===== config.mk =====
export PLATFORM = sky130hd
export DESIGN_NAME = prt_tx_drain
export DESIGN_NICKNAME = d
export VERILOG_FILES = /design/src/rtl/prt_tx_drain.sv
export SDC_FILE = /design/constraint.sdc
export NUM_CORES = 1
export LEC_CHECK = 0
export BUFFER_PORTS_ARGS = -buffer_cell sky130_fd_sc_hd__buf_4
export CORE_UTILIZATION = 35
export CTS_BUF_LIST = sky130_fd_sc_hd__clkbuf_16
export DETAILED_ROUTE_END_ITERATION = 8
export GPL_TIMING_DRIVEN = 1
export PLACE_DENSITY_LB_ADDON = 0.2
export SLEW_MARGIN = 40
export SYNTH_ARGS = -nofsm -noshare
export SYNTH_HDL_FRONTEND = slang
export SYNTH_SLANG_ARGS = --single-unit

===== constraint.sdc =====
create_clock -name clk -period 2.6 [get_ports clk]
set_clock_uncertainty 0.15 [all_clocks]
set_input_delay 0.39 -clock clk [delete_from_list [all_inputs] [get_ports clk]]
set_output_delay 0.39 -clock clk [all_outputs]
set_load 0.005 [all_outputs]

===== src/rtl/prt_tx_drain.sv =====
// prt_tx_drain
//   Drains frames held in PRT slots. Transmit requests (slot indices) are
//   queued in a small FIFO. Each request is streamed out one byte at a time:
//   the slot is opened with a start pulse, then bytes are requested one at a
//   time, and each returned byte is presented on the m_* output. Only one
//   byte request is outstanding at any time.
//
// Ports
//   clk, reset            clock (rising edge), synchronous active-high reset
//   tx_req_valid/_slot    request to transmit a slot; tx_req_ready = queue not full
//   prt_start_rd          one-cycle pulse: begin reading prt_slot
//   prt_rd_req            one-cycle pulse: request the next byte of prt_slot
//   prt_slot              slot currently owned
//   prt_rd_valid/_data/_last  byte response from the PRT (used only in WAIT)
//   prt_invalidate        one-cycle pulse: invalidate prt_slot (abort/oversize)
//   abort                 drop the frame in flight
//   m_valid/_data/_last/m_ready  byte output with ready/valid handshake
//   busy                  FSM not idle
//   frames_sent           completed frame count, wraps
//   oversize_err          sticky: a frame reached MAX_FRAME bytes without last
//
// States
//   IDLE  | waiting for a queued request
//   START | prt_start_rd pulse for the slot just popped
//   REQ   | prt_rd_req pulse for the next byte
//   WAIT  | waiting (unbounded) for the byte response
//   OUT   | byte held on m_* until m_ready

module prt_tx_drain #(
  parameter int TABLE_SIZE = 2,
  parameter int IDX_W      = 1,
  parameter int QDEPTH     = 4,
  parameter int MAX_FRAME  = 1518
) (
  input  logic             clk,
  input  logic             reset,
  input  logic             tx_req_valid,
  input  logic [IDX_W-1:0] tx_req_slot,
  output logic             tx_req_ready,
  output logic             prt_start_rd,
  output logic             prt_rd_req,
  output logic [IDX_W-1:0] prt_slot,
  input  logic             prt_rd_valid,
  input  logic [7:0]       prt_rd_data,
  input  logic             prt_rd_last,
  output logic             prt_invalidate,
  input  logic             abort,
  output logic             m_valid,
  output logic [7:0]       m_data,
  output logic             m_last,
  input  logic             m_ready,
  output logic             busy,
  output logic [15:0]      frames_sent,
  output logic             oversize_err
);

  localparam int PTR_W = (QDEPTH > 1) ? $clog2(QDEPTH) : 1;
  localparam int CNT_W = $clog2(QDEPTH + 1);
  localparam logic [10:0] MAX_CNT = 11'(MAX_FRAME);

  typedef enum logic [2:0] {
    ST_IDLE  = 3'd0,
    ST_START = 3'd1,
    ST_REQ   = 3'd2,
    ST_WAIT  = 3'd3,
    ST_OUT   = 3'd4
  } state_t;

  state_t            state_q;
  logic [IDX_W-1:0]  prt_slot_q;
  logic [10:0]       byte_cnt_q;
  logic [10:0]       byte_cnt_d;
  logic              prt_start_rd_q;
  logic              prt_rd_req_q;
  logic              prt_invalidate_q;
  logic              m_valid_q;
  logic [7:0]        m_data_q;
  logic              m_last_q;
  logic [15:0]       frames_sent_q;
  logic              oversize_err_q;
  logic              at_max;

  // TABLE_SIZE only bounds the legal slot values; the logic needs just IDX_W.
  logic [31:0]       unused_table_size;
  assign unused_table_size = TABLE_SIZE;

  // ---------------------------------------------------------------------
  // Request queue
  // ---------------------------------------------------------------------
  logic [IDX_W-1:0]  q_mem [QDEPTH];
  logic [PTR_W-1:0]  wr_ptr_q;
  logic [PTR_W-1:0]  rd_ptr_q;
  logic [CNT_W-1:0]  q_cnt_q;
  logic              q_full;
  logic              q_empty;
  logic              q_push;
  logic              q_pop;

  function automatic logic [PTR_W-1:0] ptr_inc(input logic [PTR_W-1:0] p);
    return (p == PTR_W'(QDEPTH - 1)) ? '0 : p + PTR_W'(1);
  endfunction

  assign q_full       = (q_cnt_q == CNT_W'(QDEPTH));
  assign q_empty      = (q_cnt_q == '0);
  assign tx_req_ready = !q_full;
  assign q_push       = tx_req_valid && !q_full;
  // Must match the IDLE branch of the FSM exactly (abort is ignored in IDLE).
  assign q_pop        = (state_q == ST_IDLE) && !q_empty;

  always_ff @(posedge clk) begin
    if (reset) begin
      wr_ptr_q <= '0;
      rd_ptr_q <= '0;
      q_cnt_q  <= '0;
    end else begin
      if (q_push) begin
        q_mem[wr_ptr_q] <= tx_req_slot;
        wr_ptr_q        <= ptr_inc(wr_ptr_q);
      end
      if (q_pop) begin
        rd_ptr_q <= ptr_inc(rd_ptr_q);
      end
      case ({q_push, q_pop})
        2'b10:   q_cnt_q <= q_cnt_q + CNT_W'(1);
        2'b01:   q_cnt_q <= q_cnt_q - CNT_W'(1);
        default: q_cnt_q <= q_cnt_q;
      endcase
    end
  end

  // ---------------------------------------------------------------------
  // Drain FSM
  // ---------------------------------------------------------------------
  assign byte_cnt_d = byte_cnt_q + 11'd1;
  assign at_max     = (byte_cnt_d == MAX_CNT);

  always_ff @(posedge clk) begin
    if (reset) begin
      state_q          <= ST_IDLE;
      prt_slot_q       <= '0;
      byte_cnt_q       <= '0;
      prt_start_rd_q   <= 1'b0;
      prt_rd_req_q     <= 1'b0;
      prt_invalidate_q <= 1'b0;
      m_valid_q        <= 1'b0;
      m_data_q         <= '0;
      m_last_q         <= 1'b0;
      frames_sent_q    <= '0;
      oversize_err_q   <= 1'b0;
    end else begin
      prt_start_rd_q   <= 1'b0;
      prt_rd_req_q     <= 1'b0;
      prt_invalidate_q <= 1'b0;

      // Abort outranks any same-cycle response or handshake.
      if (abort && (state_q != ST_IDLE)) begin
        prt_invalidate_q <= 1'b1;
        m_valid_q        <= 1'b0;
        state_q          <= ST_IDLE;
      end else begin
        case (state_q)
          ST_IDLE: begin
            if (!q_empty) begin
              prt_slot_q     <= q_mem[rd_ptr_q];
              byte_cnt_q     <= '0;
              prt_start_rd_q <= 1'b1;
              state_q        <= ST_START;
            end
          end
          ST_START: begin
            prt_rd_req_q <= 1'b1;
            state_q      <= ST_REQ;
          end
          ST_REQ: begin
            state_q <= ST_WAIT;
          end
          ST_WAIT: begin
            if (prt_rd_valid) begin
              m_data_q   <= prt_rd_data;
              m_valid_q  <= 1'b1;
              m_last_q   <= prt_rd_last | at_max;
              byte_cnt_q <= byte_cnt_d;
              // Frame truncated at the size limit: flag it and release the slot.
              if (at_max && !prt_rd_last) begin
                oversize_err_q   <= 1'b1;
                prt_invalidate_q <= 1'b1;
              end
              state_q <= ST_OUT;
            end
          end
          ST_OUT: begin
            if (m_ready) begin
              m_valid_q <= 1'b0;
              if (m_last_q) begin
                frames_sent_q <= frames_sent_q + 16'd1;
                state_q       <= ST_IDLE;
              end else begin
                prt_rd_req_q <= 1'b1;
                state_q      <= ST_REQ;
              end
            end
          end
          default: begin
            state_q <= ST_IDLE;
          end
        endcase
      end
    end
  end

  assign prt_start_rd   = prt_start_rd_q;
  assign prt_rd_req     = prt_rd_req_q;
  assign prt_slot       = prt_slot_q;
  assign prt_invalidate = prt_invalidate_q;
  assign m_valid        = m_valid_q;
  assign m_data         = m_data_q;
  assign m_last         = m_last_q;
  assign busy           = (state_q != ST_IDLE);
  assign frames_sent    = frames_sent_q;
  assign oversize_err   = oversize_err_q;

endmodule


==> flow_metrics.env <==
export IMPL_outcome="finished, final reports clean"
export IMPL_design_core_area_sq_mm=0.00733
export IMPL_leakagePower_nw=1.25
export IMPL_setup_repair_after_global_routing_missed_its_margin="no"
export IMPL_syn_nets=347
export IMPL_die_width_um=89.6
export IMPL_timing_critical_path_to_type="flip-flop"
export IMPL_postSynth_topFlopCell="dfxtp_1"
export IMPL_count_of_input_and_output_buffers=48
export IMPL_vias_per_cell=5.04
export IMPL_grt_total_usage_pct=15.4
export IMPL_avg_inst_size_synth_sq_um=8.37
export IMPL_synth_seq_area_share_pct=43.2
export IMPL_slew_limit_headroom_pct=53.3
export IMPL_timing_critical_path_arrival_ns=2.56
export IMPL_totalWireLength_um=5750
export IMPL_synth_cells=321
export IMPL_yosysTopAreaCellShare_pct=38.8
export IMPL_cts_sinks=56
export IMPL_synthMostInstantiatedCell="dfxtp_1"
export IMPL_grt_max_degree=52
export IMPL_post_route_drc_count=0
export IMPL_vias=2363
export IMPL_power_frac_comb_pct=24.4
export IMPL_dp_cells=461
export IMPL_worst_setup_hold_path_clk_slew_ns=0.07
export IMPL_critical_path_class="reg -> reg"
export IMPL_clock_tree_from_tritoncts="done"
export IMPL_design_die_area_sq_mm=0.00803
export IMPL_internal_power_mw=1.65
export IMPL_final_setup_violations=0
export IMPL_ys_top_cells_by_count="52 x dfxtp_1, 39 x nand2_1, 37 x a21oi_1, 35 x nor2_1, 13 x o21ai_0"
export IMPL_yosysWarningCount=0
export IMPL_die_height_um=89.6
export IMPL_cp_max_fo=5
export IMPL_first_iter_violations=129
export IMPL_antenna_cells_inserted=0
export IMPL_crit_path_max_incr_delay_ns=0.40
export IMPL_highest_delay_cell_along_the_critical_path="or3_4"
export IMPL_synthDominantAreaCellType="dfxtp_1"
export IMPL_io_pins=49
export IMPL_synth_cell_types=53
export IMPL_cellPowerDensity_mw_per_mm2=696
export IMPL_cts_repair_timing_setup_buffer_count=0
export IMPL_p_sw_uw=679
export IMPL_nFillCells=723
export IMPL_seq_power_share_pct=42.5
export IMPL_crit_path_cell_trace="or3_4 > or2_2 > inv_4 > ha_4 > inv_1 > fa_2 > xor2_1 > or3_1 > a21oi_1"
export IMPL_netlist_area_sq_mm=0.00269
export IMPL_yosys_top_cells_area="dfxtp_1 39%, a21oi_1 6.9%, nand2_1 5.4%"
export IMPL_number_of_synthesized_flops_with_an_enable_pin=4
export IMPL_gp_routability_congestion=0.823
export IMPL_via_count_of_the_first_global_routing_pass=2049
export IMPL_pins_over_slew_limit=0
export IMPL_finish_cell_count_without_fillers=469
export IMPL_postSynthRegisterBits=56
export IMPL_layout_nets=395
export IMPL_cts_path_max_buffers=2
export IMPL_wl_per_cell_um=12.3
export IMPL_ctsResizeCount=0
export IMPL_final_layout_size_suffix_gt1_share_pct=19.5
export IMPL_ys_async_sr_fraction_pct=0
export IMPL_placement_rows=31
export IMPL_postRouteAntennaNets=0
export IMPL_drv_cap=0
export IMPL_ctsHoldBuffers=0
export IMPL_min_period_ns=2.49
export IMPL_estimated_wirelength_of_the_detail_placed_design_um=3940
export IMPL_cts_htree_levels=2
export IMPL_power_share_switching_pct=29.1
export IMPL_wire_length_of_the_first_global_routing_pass_um=9620
export IMPL_hold_wc_path_type="in -> reg"
export IMPL_cts_root_buffer_cell="clkbuf_16"
export IMPL_number_of_antenna_violations_at_the_first_check_in_global_routing=0
export IMPL_vdd_ir_drop_worst_v=0.000359
export IMPL_drt_pass1_iterations=4
export IMPL_growth_of_design_area_from_synthesis_to_finish_pct=24.8
export IMPL_worst_ep_required_time_ns=2.68
export IMPL_floorplan_initialDensity_pct=36.6
export IMPL_hold_viol_final=0
export IMPL_clock_insertion_delay_worst_skew_ns=0.29
export IMPL_power_clock_fraction_pct=33.1
export IMPL_ff_latch_area_sq_mm=0.00116
export IMPL_multiInputGateArea_sq_mm=0.00144
export IMPL_overflow=0
export IMPL_worst_margin_slew_ns=0.698
export IMPL_clock_fmax_ghz=0.402
export IMPL_timing_final_crit_share_pct=95.6
export IMPL_accumulated_negative_setup_slack_ns=0
export IMPL_worst_setup_path_start_kind="flip-flop"
export IMPL_cts_made_buffers=5
worst paths after layout:
kind / from / to / slack [ns] / cells after the start
hold / removal: tx_req_slot / q_mem[0] / 0.14 / 1
setup / recovery: state_q[2] / q_cnt_q[2] / 0.11 / 9
hold reg to reg: m_data[2] / m_data[2] / 0.31 / 2
setup reg to reg: state_q[2] / q_cnt_q[2] / 0.11 / 9
power groups by stage:
stage          Combinational (mW)  Clock [mW]  Sequential, mW
2_1_floorplan               0.397           0            1.00
3_3_place_gp                0.564           0            1.01
3_5_place_dp                0.569           0            1.01
4_1_cts                     0.575       0.796           0.992
5_1_grt                     0.636       0.832            1.00
6_report                    0.568       0.773           0.992
cell families after synthesis:
logic type                 synth area share (%)
muxes                                      1.21
DFF                                        43.2
AOI/OAI and AO/OA                          15.2
adders and majority gates                  4.94
buffers and inverters                      3.82
xor gates and xnor gates                   4.24
and+or+nand+nor                            27.4
state kept, by name (all words and copies together), names as in the netlist:
name	flops
m_data	8
prt_invalidate	1
frames_sent	16
q_cnt_q	3
prt_rd_req	1
prt_start_rd	1
prt_slot	1
m_valid	1
oversize_err	1
state_q	3
byte_cnt_q	11
wr_ptr_q	2
q_mem	4
rd_ptr_q	2
m_last	1
metal layers:
layer	part of all wire (%)	GRT usage (%)	routed length [um]
met5	0	0	0
met4	1.0	4.33	58
met3	4.4	3.47	251
met2	43	24.2	2500
met1	51	21.3	2940
critical path, delay by kind of cell, from the launching register on:
family,cells,cell delay [ns]
compound gates,1,0.14
xor+xnor,1,0.15
fa+ha+maj,2,0.45
buf+inv,2,0.14
flops,1,0.34
simple gates,3,1.04
final cells by class:
cell class,instances,area share (%)
Clock buffer,5,3.73
Clock inverter,3,1.27
Inverter,13,1.53
Multi-Input combinational cell,239,43.0
Sequential cell,56,34.6
Tap cell,99,3.70
Timing Repair Buffer,54,12.1
metrics by stage:
step           hold slack (ns)  area [sq um]  power (mW)  setup WS, ns  util (%)
3_5_place_dp             0.297          3180        1.58         0.133      43.4
6_report                 0.144          3350        2.33         0.115      45.7
3_3_place_gp             0.293          3180        1.57         0.178      43.4
2_1_floorplan            0.301          2720        1.40        0.0414         -
4_1_cts                  0.139          3350        2.36         0.112      45.7
5_1_grt                  0.138          3350        2.47        0.0201      45.7
placed cells by master, fill, tap and decap left out, types with 10 or more instances in the layout:
master / Yosys / layout
nor3_1: 10 / 10
dfxtp_1: 52 / 52
a21oi_1: 37 / 37
nand2_1: 39 / 39
or3_1: 11 / 10
buf_4: 0 / 54
nor2_1: 35 / 35
nand3_1: 12 / 12
inv_1: 12 / 13
o21ai_0: 13 / 13
Power figures use the tool's default switching activity.
